--- src/rtl/reconf_scheduler.sv ---
`default_nettype none
// ============================================================================
// Module   : reconf_scheduler
// Purpose  : Sequences reconfiguration loads from SPI flash through the ICAP
//            flash loader. Accepts an explicit slot select or a "next slot"
//            step, computes the flash address/length of the target slot and
//            fires the loader trigger only at a video frame boundary. Watches
//            the loader busy flag with start/done timeouts and reports the
//            last successfully loaded slot.
// Ports    : clk, rst          - pixel clock, synchronous active-high reset
//            req_next          - pulse: load slot (cur_slot + 1) mod slots
//            req_sel/req_slot  - pulse: load slot req_slot
//            frame_end         - one-cycle frame boundary pulse
//            running           - loader busy flag from icap_flash
//            trigger           - one-cycle load start pulse to icap_flash
//            addr, len         - flash address / byte length of the target
//            cur_slot          - last successfully loaded slot
//            busy              - scheduler not idle
//            error             - sticky timeout flag (cleared on next accept)
// Revision : 1.0 - initial release
// ============================================================================
module reconf_scheduler #(
    parameter int          SLOT_BITS     = 2,
    parameter logic [23:0] BASE_ADDR     = 24'h00E000,
    parameter int          STRIDE_LOG2   = 16,
    parameter logic [23:0] SLOT_LEN      = 24'h002D36,
    parameter int          START_TIMEOUT = 16,
    parameter logic [23:0] DONE_TIMEOUT  = 24'h100000
) (
    input  logic                 clk,
    input  logic                 rst,
    input  logic                 req_next,
    input  logic                 req_sel,
    input  logic [SLOT_BITS-1:0] req_slot,
    input  logic                 frame_end,
    input  logic                 running,
    output logic                 trigger,
    output logic [23:0]          addr,
    output logic [23:0]          len,
    output logic [SLOT_BITS-1:0] cur_slot,
    output logic                 busy,
    output logic                 error
);

    localparam logic [23:0] C_START_LAST = 24'(START_TIMEOUT - 1);
    localparam logic [23:0] C_DONE_LAST  = DONE_TIMEOUT - 24'd1;

    typedef enum logic [2:0] {
        S_IDLE       = 3'd0,
        S_WAIT_FRAME = 3'd1,
        S_FIRE       = 3'd2,
        S_WAIT_START = 3'd3,
        S_WAIT_DONE  = 3'd4
    } state_t;

    state_t                 r_state;
    state_t                 w_state_next;

    // Single-entry request holder: the most recent request wins.
    logic                   r_pend_valid;
    logic                   r_pend_sel;
    logic [SLOT_BITS-1:0]   r_pend_slot;

    logic [SLOT_BITS-1:0]   r_target;
    logic [SLOT_BITS-1:0]   r_cur_slot;
    logic                   r_error;
    logic [23:0]            r_cnt;

    logic                   w_req_any;
    logic [SLOT_BITS-1:0]   w_next_slot;
    logic [SLOT_BITS-1:0]   w_resolved;
    logic                   w_accept;
    logic                   w_fire;
    logic                   w_cnt_clr;
    logic                   w_timeout;
    logic                   w_commit;
    logic [23:0]            w_addr;

    // ------------------------------------------------------------------
    // Request resolution. A request arriving this cycle is newer than the
    // held one, so it overrides it; select beats next within a cycle. A
    // "next" request is resolved against cur_slot at acceptance time, so a
    // step queued during a load follows the slot that load just committed.
    // ------------------------------------------------------------------
    always_comb begin
        w_req_any   = req_sel | req_next | r_pend_valid;
        w_next_slot = r_cur_slot + SLOT_BITS'(1);
        if (req_sel) begin
            w_resolved = req_slot;
        end else if (req_next) begin
            w_resolved = w_next_slot;
        end else if (r_pend_sel) begin
            w_resolved = r_pend_slot;
        end else begin
            w_resolved = w_next_slot;
        end
    end

    // ------------------------------------------------------------------
    // FSM: state register
    // ------------------------------------------------------------------
    always_ff @(posedge clk) begin
        if (rst) begin
            r_state <= S_IDLE;
        end else begin
            r_state <= w_state_next;
        end
    end

    // ------------------------------------------------------------------
    // FSM: next state and control strobes
    // ------------------------------------------------------------------
    always_comb begin
        w_state_next = r_state;
        w_accept     = 1'b0;
        w_fire       = 1'b0;
        w_cnt_clr    = 1'b0;
        w_timeout    = 1'b0;
        w_commit     = 1'b0;
        case (r_state)
            S_IDLE: begin
                if (w_req_any) begin
                    w_accept     = 1'b1;
                    w_state_next = S_WAIT_FRAME;
                end
            end
            S_WAIT_FRAME: begin
                // Only reached the cycle after acceptance, so a frame_end
                // coinciding with the request itself is never used.
                if (frame_end) begin
                    w_state_next = S_FIRE;
                end
            end
            S_FIRE: begin
                w_fire       = 1'b1;
                w_cnt_clr    = 1'b1;
                w_state_next = S_WAIT_START;
            end
            S_WAIT_START: begin
                if (running) begin
                    w_cnt_clr    = 1'b1;
                    w_state_next = S_WAIT_DONE;
                end else if (r_cnt == C_START_LAST) begin
                    w_timeout    = 1'b1;
                    w_state_next = S_IDLE;
                end
            end
            S_WAIT_DONE: begin
                if (!running) begin
                    w_commit     = 1'b1;
                    w_state_next = S_IDLE;
                end else if (r_cnt == C_DONE_LAST) begin
                    w_timeout    = 1'b1;
                    w_state_next = S_IDLE;
                end
            end
            default: begin
                w_state_next = S_IDLE;
            end
        endcase
    end

    // ------------------------------------------------------------------
    // Datapath registers: pending request, target, committed slot, error
    // flag and the shared timeout counter.
    // ------------------------------------------------------------------
    always_ff @(posedge clk) begin
        if (rst) begin
            r_pend_valid <= 1'b0;
            r_pend_sel   <= 1'b0;
            r_pend_slot  <= '0;
            r_target     <= '0;
            r_cur_slot   <= '0;
            r_error      <= 1'b0;
            r_cnt        <= '0;
        end else begin
            if (w_accept) begin
                r_pend_valid <= 1'b0;
                r_pend_sel   <= 1'b0;
                r_target     <= w_resolved;
                r_error      <= 1'b0;
            end else if (req_sel) begin
                r_pend_valid <= 1'b1;
                r_pend_sel   <= 1'b1;
                r_pend_slot  <= req_slot;
            end else if (req_next) begin
                r_pend_valid <= 1'b1;
                r_pend_sel   <= 1'b0;
            end

            // Timeouts only occur outside IDLE, so they never collide with
            // the error clear on acceptance.
            if (w_timeout) begin
                r_error <= 1'b1;
            end

            if (w_commit) begin
                r_cur_slot <= r_target;
            end

            // Saturating counter; it is cleared on entry to each timed state.
            if (w_cnt_clr) begin
                r_cnt <= '0;
            end else if (r_cnt != '1) begin
                r_cnt <= r_cnt + 24'd1;
            end
        end
    end

    // Address is a pure function of the registered target, so it changes
    // only on the edge after acceptance.
    assign w_addr   = BASE_ADDR + (24'(r_target) << STRIDE_LOG2);

    // The FIRE state may coincide with a reset cycle; the loader must not
    // see a start pulse then.
    assign trigger  = w_fire & ~rst;
    assign addr     = w_addr;
    assign len      = SLOT_LEN;
    assign cur_slot = r_cur_slot;
    assign busy     = (r_state != S_IDLE);
    assign error    = r_error;

endmodule
`default_nettype wire

--- config.mk ---
export PLATFORM = sky130hd
export DESIGN_NAME = reconf_scheduler
export DESIGN_NICKNAME = d
export VERILOG_FILES = /design/src/rtl/reconf_scheduler.sv
export SDC_FILE = /design/constraint.sdc
export NUM_CORES = 1
export LEC_CHECK = 0
export BUFFER_PORTS_ARGS = -buffer_cell sky130_fd_sc_hd__buf_4
export CAP_MARGIN = 10
export CORE_UTILIZATION = 55
export CTS_CLUSTER_SIZE = 12
export DETAILED_ROUTE_END_ITERATION = 7
export HOLD_SLACK_MARGIN = 0.02
export PLACE_DENSITY = 0.82
export SLEW_MARGIN = 20
export SYNTH_ARGS = -nofsm -noshare
export SYNTH_HDL_FRONTEND = slang
export SYNTH_SLANG_ARGS = --single-unit
--- constraint.sdc ---
create_clock -name clk -period 2.8 [get_ports clk]
set_input_delay 0 -clock clk [delete_from_list [all_inputs] [get_ports clk]]
set_output_delay 0 -clock clk [all_outputs]
set_load 0.005 [all_outputs]
Yosys cells after proc, flatten, opt, wreduce, memory -nomap -nowiden --
Index checks and enable logic that the tools add are counted.
Operators by class: $add $sub $neg 3, multipliers 0, divide/modulo/power cells 0, order comparisons 0, eq/ne operators 11, shift operators 0, multiplexer cells 28, bitwise logic cells 5, reduce and logical (&&, ||, !) cells 8
Operator list (count):
- adder 24 x 1 -> 24 bit, second input constant | 1
- equality test 24 x 20 -> 1 bit, second input constant | 1
- equality test 24 x 4 -> 1 bit, second input constant | 1
- != test 24 bit, second input constant | 1
- adder 16 x 18 -> 19 bit, first input constant | 1
- 2-to-1 mux 3 bit | 6
- 2-to-1 mux 1 bit | 16
- one-hot mux 3 bit (5 select lines) | 1
- equality test 3 x 2 -> 1 bit, second input constant | 2
- 2-to-1 mux 2 bit | 3
- != test 3 bit, second input constant | 2
- != test 2 bit, second input constant | 2
- one-hot mux 1 bit (2 select lines) | 2
- AND reduction 4 bit | 1
- nonzero test 2 bit | 2
- OR reduction 2 bit | 2
- equality test 3 x 1 -> 1 bit, second input constant | 1
- equality test 3 bit, second input constant | 1
- zero test 3 bit | 1
- nonzero test 3 bit | 1
- adder 2 x 1 -> 2 bit, second input constant | 1
- NOT 1 bit | 2
- bitwise OR 1 bit | 2
- AND reduction 2 bit | 1
- AND 1 bit | 1
Word-level totals: register bits 36, latch bits 0, memory bits (writable) 0, bits in read-only memories 0, input port bits 8, output and inout port bits 53, word-level logic and storage cells 63, memories kept 0

Depth between registers and ports, before layout --
Gate-level depths: netlist (run 1).
word-level depth 6, depth in mapped cells 8, mapped depth without buffers 5

Worst setup path before layout (run 1) --
Ideal clock, no wire load.
path type register to register, from reg r_cnt[0], to reg r_cnt[23], arrival 1.649 ns, required time 2.728 ns, path slack 1.079 ns, cell stages (with the launch flop) 8, path buffers 2, path through dfxtp_1 ha_1 and3_1 buf_4 and4_4 buf_8 a2111oi_4 mux2i_1
On the way: word-level cells in the longest chain between the ends 1, elaborated cells on any way between the ends 2, classes of those cells 1 x add/sub; 1 x eq/ne
Ends and longest elaborated chain:
- from (decl) | RTL line 67 | logic [23:0] r_cnt;
- from (signal assigned) | RTL line 205 | r_cnt <= r_cnt + 24'd1;
- adder 24 x 1 -> 24 bit / != test 24 bit (equally long branches) | RTL line 205, 204
Several ways; a longest one is shown, not always the timed one. A chain may end at the register's enable or synchronous reset.

Worst setup path after layout (run 1) --
from reg r_cnt[0], to reg r_cnt[20]
Same word-level chain as after synthesis.

==> results.cfg, run 1 <==
[status]
outcome = complete, no violations

[synthesis]
ys_ff_latch = 36
synth_area_leaders = dfxtp_1, buf_4, a21oi_1, a2111oi_4, nand2_1
syn-instance-count = 288
yosys.cell_types.count = 49
yosysSeqAreaShare = 0.293
yosys_most_used_dff = dfxtp_1
synth_area_um2 = 2460
async_flop_share = 0
synth_top_cell_by_area = dfxtp_1
synth_top_area_frac = 0.293
avgSynthCellArea_um2 = 8.53
synth-edff-count = 0
ys_warn_count = 0

[worst_hold_path]
min_from = req_next
hold_depth = 3
hold_class = in -> reg
min_to = r_pend_valid

[placement]
io_buffer_count = 14
place_hpwl_mm = 3.13
gp_congestion = 0.857

[die]
die-width_um = 68.8
dieArea_um2 = 4740
initial_core_util = 0.593
num_rows = 23
core_um2 = 4140
num_io_pins = 61
die_height_um = 68.8

[pwr]
p_leak_nw = 0.872
max-vdd-ir-drop_mv = 0.312
powerDensity_nw_per_um2 = 407

[layout]
antennaDiodeCount = 0
drive_gt1_frac = 0.123
final_nets = 309
area_delta_synth_final_pct = 1.32
utilization = 0.601

[worst_setup_path]
rr_worst_depth = 5
crit_type = reg -> reg
regToRegSetupSlack_ps = 870
rr_endpoint = r_cnt[20]
crit_path_end_kind = register
cp_max_fo = 14
crit_arrival_ps = 2150
cp.required_ps = 3020
r2r-start = r_cnt[0]
start_kind = register

[clocking]
cts_tree = done
cts_made_buffers = 5
ctsResizeCount = 0
ctsHtreeMaxLevel = 2
post-cts-setup-buffer-count = 0
clkTransAtPathRegs_ps = 70
cts_root_buf = clkbuf_8
clkLatencyLatePin_ps = 300
clkSinkCount = 36
cts_buffer_depth = 2

[global_route]
overflow = 0
grt_max_degree = 22
first_global_vias = 1561
grt_first_pass_wirelength_mm = 7.07
antenna_found_initial = 0
grt_usage = 0.205

[timing]
relSlewSlack = 0.582
min_period_ps = 1930
maxSlewViolCount = 0
timing.final.hold_violations = 0
setup_viol = 0
max_freq_mhz = 519
worst_pin_slew_ps = 626
rsz0062_at_grt = no
finalSetupTns_ps = 0
post-route-period-util = 0.688
skew_ps = 6.14

[route]
dr_total_vias = 1945
vias_per_cell = 5.56
drtIter0Drc = 70
drtPass1Iterations = 4
wl_per_cell_um = 12.9
routed_wl_mm = 4.51
antenna_left = 0
drc = 0

[job]
maxCapViolations = 0
-- per-stage QoR --
step / total power, mW / hold WS, ps / setup WS (ps) / std cells / cell area [µm²]
after floorplan: 0.671 / 129 / 1080 / 332 / 2620
after global placement: 0.656 / 269 / 948 / 336 / 2340
after detailed placement: 0.658 / 273 / 890 / 336 / 2340
after CTS: 1.02 / 48.4 / 862 / 350 / 2490
after global routing: 1.07 / 69.7 / 700 / 350 / 2490
final: 1.01 / 46.6 / 875 / 350 / 2490
-- cell usage after synthesis (6+ instances only) --
master    count
o21ai_0       7
nand4_1      10
nor3_1        6
nor2_1        8
buf_4        50
nand2b_1     15
nand3_1      10
nor4_1        6
a21oi_1      23
mux2i_1      10
nand2_1      28
clkbuf_1      6
dfxtp_1      36
-- what timing repair did --
item	in CTS	in global routing
hold buffers	7	0
hold endpoints to repair	12	0
endpoints found under the setup margin	0	0
-- where the power goes --
part           internal (mW)  switching [mW]
clock network          0.169           0.188
logic                 0.0462          0.0675
registers              0.528          0.0138
-- worst max-delay path by stage --
stage               startpoint         to  slack, ps  cells after the start
CTS                   r_cnt[0]  r_cnt[20]        860                      5
finish                r_cnt[0]  r_cnt[20]        870                      5
floorplan             r_cnt[0]  r_cnt[23]       1080                      7
detailed placement    r_cnt[0]  r_cnt[22]        890                      5
global route          r_cnt[0]  r_cnt[10]        700                      5
global placement      r_cnt[0]  r_cnt[14]        950                      5
-- cells in the final DEF, fill, tap and decap left out, types with 4 or more instances in the layout --
cell type      netlist  final
o21ai_0              7      7
dfxtp_1             36     36
buf_4               50     15
mux2i_1             10     10
a21oi_1             23     23
nand2_1             28     28
nor3_1               6      6
nor4_1               6      6
and4_1               4      4
or4_1                5      5
nand2b_1            15     15
a211oi_1             5      5
a2111oi_4            4      4
nand4_1             10     10
nand3_1             10     10
o21ai_1              4      4
conb_1               2     46
o31ai_1              5      5
dlygate4sd3_1        0      7
nor2_1               8      8
clkbuf_8             0      5
-- metal layers --
layer / up-vias / track usage / share of wire
met4: 0 / 0.0740 / 0.016
li1: 977 / - / -
met5: - / 0 / 0
met3: 7 / 0.0691 / 0.059
met1: 900 / 0.249 / 0.45
met2: 61 / 0.335 / 0.47
-- state kept, by name, summed over array words and instances (netlist names) --
name and cells:
error 1, r_pend_valid 1, r_cnt 24, r_state 3, r_target 2, r_pend_slot 2
r_pend_sel 1, cur_slot 2
-- critical path: stages (launching register included) --
cell and delay (ps):
dfxtp_1 360, ha_1 190, and3_1 290, nand2_1 290, or4_1 580, a21oi_1 150
-- cell type report --
type                            count  area [µm²]
Clock buffer                        6        72.6
Timing Repair Buffer               22         183
Fill cell                         391        1660
Sequential cell                    36         721
Inverter                            2        7.51
Tap cell                           50        62.6
Multi-Input combinational cell    233        1440
Clock inverter                      1        5.00
-- logic make-up (layout without fill, tap and decap cells) --
| family | count (synthesis) | in the layout | share of synthesized area |
|---|---|---|---|
| AOI/OAI and AO/OA | 62 | 62 | 0.199 |
| xor gates and xnor gates | 1 | 1 | 0.00357 |
| adders and majority gates | 1 | 1 | 0.00509 |
| buffers and inverters | 63 | 31 | 0.188 |
| DFF | 36 | 36 | 0.293 |
| muxes | 10 | 10 | 0.0408 |
| other | 2 | 46 | 0.00306 |
| and+or+nand+nor | 113 | 113 | 0.266 |
Note: power is estimated with default switching activity, not from simulation.
==> run 2, diff against run 1 <==
ABC_AREA = 1   (was not set)
CORE_UTILIZATION = 53   (was 55)
PLACE_DENSITY = 0.8   (was 0.82)
clock period = 1.79 ns   (was 2.8 ns; I/O delays follow)
==> results.cfg, run 2 <==
[route]
routed_wl_mm = 4.72
drtIter0Drc = 138
drtPass1Iterations = 5
vias_per_cell = 4.76
wl_per_cell_um = 10.5
dr_total_vias = 2144
drc = 0
antenna_left = 0

[timing]
setup_viol = 0
post-route-period-util = 0.904
min_period_ps = 1620
max_freq_mhz = 618
finalSetupTns_ps = 0
maxSlewViolCount = 0
skew_ps = 3.90
timing.final.hold_violations = 0
rsz0062_at_grt = no

[clocking]
clkTransAtPathRegs_ps = 70
cts_made_buffers = 5
clkSinkCount = 36
clkLatencyLatePin_ps = 290
cts_tree = done
ctsHtreeMaxLevel = 2
cts_root_buf = clkbuf_8
cts_buffer_depth = 2

[synthesis]
yosys_most_used_dff = dfxtp_1
synth_area_leaders = dfxtp_1, buf_4, nand2_1, nor2_1, inv_1
synth_top_area_frac = 0.302
async_flop_share = 0
synth_commonest_cells = nand2_1, nor2_1, buf_4
syn-instance-count = 369
synth_area_um2 = 2390
yosys.cell_types.count = 29
synth-edff-count = 0
avgSynthCellArea_um2 = 6.47
yosysSeqAreaShare = 0.302
synth_top_cell_by_area = dfxtp_1
ys_warn_count = 0
ys_ff_latch = 36
synthMostInstantiatedCell = nand2_1

[layout]
most-common-layout-cells = nand2_1, nor2_1, conb_1
area_delta_synth_final_pct = 7.49
largest_reg_flops = 24
drive_gt1_frac = 0.101
final_nets = 406
regMostFlops = r_cnt
top_regs = r_cnt (24), r_state (3)
antennaDiodeCount = 0
final_common_cell = nand2_1
utilization = 0.590

[pwr]
powerDensity_nw_per_um2 = 739
clkPwrFrac = 0.377
switching_share = 0.274
seq_power_share = 0.468
power_mw = 1.90
intPower_mw = 1.38
p_sw_mw = 0.520
max-vdd-ir-drop_mv = 0.559
p_leak_nw = 1.25
combPwrFrac = 0.155

[die]
die-width_um = 69.1
die_height_um = 69.1
num_io_pins = 61
core_um2 = 4350
initial_core_util = 0.549
dieArea_um2 = 4780
num_rows = 24

[global_route]
grt_first_pass_wirelength_mm = 8.05
grt_max_degree = 21
top_usage_layer = met2
use_met1 = 0.256
grt_usage = 0.206
first_global_vias = 1893
overflow = 0
antenna_found_initial = 0
gr-usage-met3 = 0.0380
use_met2 = 0.348

[worst_setup_path]
crit_path_end_kind = register
crit_type = reg -> reg
crit_arrival_ps = 1810
start_kind = register
cp_max_fo = 6
cp.required_ps = 1980

[placement]
place_hpwl_mm = 3.59
io_buffer_count = 14
gp_congestion = 0.938

[job]
maxCapViolations = 0

[status]
outcome = complete, no violations

[worst_hold_path]
hold_class = in -> reg
## run 2: cell count changes in the layout (fill, tap and decap cells not counted), sizes merged, moves of 11 or more
cell    change
nand2      +60
nor2       +57
inv        +36
nand3      +18
nand2b     -15
a21oi      -11
## run 2: what timing repair did
item                                   4_1_cts  5_1_grt
hold buffers                                 4        0
setup endpoints to repair                    0        9
endpoints found under the hold margin        6        0
resized for setup                            0        1
buffers inserted                             0        0
## run 2: cell families (layout without fill, tap and decap cells)
group                      count (synthesis)  after routing  synth area share
AOI/OAI and AO/OA                         31             31            0.0697
xor gates and xnor gates                   9              9            0.0330
adders and majority gates                  1              1           0.00524
buffers and inverters                     89             74             0.219
DFF                                       36             36             0.302
other                                      2             46           0.00314
and+or+nand+nor                          201            201             0.368
## run 2: cell type report
| type | count | area, µm² |
|---|---|---|
| Multi-Input combinational cell | 288 | 1310 |
| Timing Repair Buffer | 26 | 205 |
| Sequential cell | 36 | 721 |
| Clock inverter | 3 | 42.5 |
| Tap cell | 52 | 65.1 |
| Inverter | 40 | 151 |
| Fill cell | 424 | 1790 |
| Clock buffer | 5 | 68.8 |
## run 2: final timing paths
check                                     from        endpoint  slack [ps]  cells after the start
worst min register to register  r_pend_slot[1]  r_pend_slot[1]         470                      2
worst max-delay path                  r_cnt[1]      r_state[1]         170                     10
worst max register to register        r_cnt[1]      r_state[1]         170                     10
worst min-delay path                   running     cur_slot[1]         110                      4
## run 2: power groups by stage
stage | Clock (mW) | Combinational [mW] | Sequential, mW
after floorplan | 0 | 0.259 | 0.900
after detailed placement | 0 | 0.287 | 0.904
after CTS | 0.734 | 0.295 | 0.886
after global routing | 0.758 | 0.339 | 0.892
after global placement | 0 | 0.282 | 0.901
final | 0.714 | 0.294 | 0.888
## run 2: stage by stage
step / area [µm²] / worst slack (ps) / instances / hold slack, ps
global placement: 2410 / 150 / 438 / 217
finish: 2570 / 171 / 450 / 110
CTS: 2560 / 60.1 / 450 / 102
floorplan: 2550 / 184 / 413 / 31.1
detailed placement: 2410 / 75.7 / 438 / 218
global route: 2570 / 15.8 / 450 / 135
## run 2: metal layers
layer	vias to the layer above	routed length, µm
met1	945	2140
met3	11	227
met4	0	99
li1	1122	-
met2	66	2250
met5	-	0
## run 2: worst max-delay path: stages, from the launching register on
cell and delay [ps]:
dfxtp_1 380, ha_1 200, nand3_2 140, clkinv_2 120, nand2_4 60, nor2_4 170
nand2_1 70, nand2_1 120, nand3_1 100, nor2_1 100, nor2_1 50
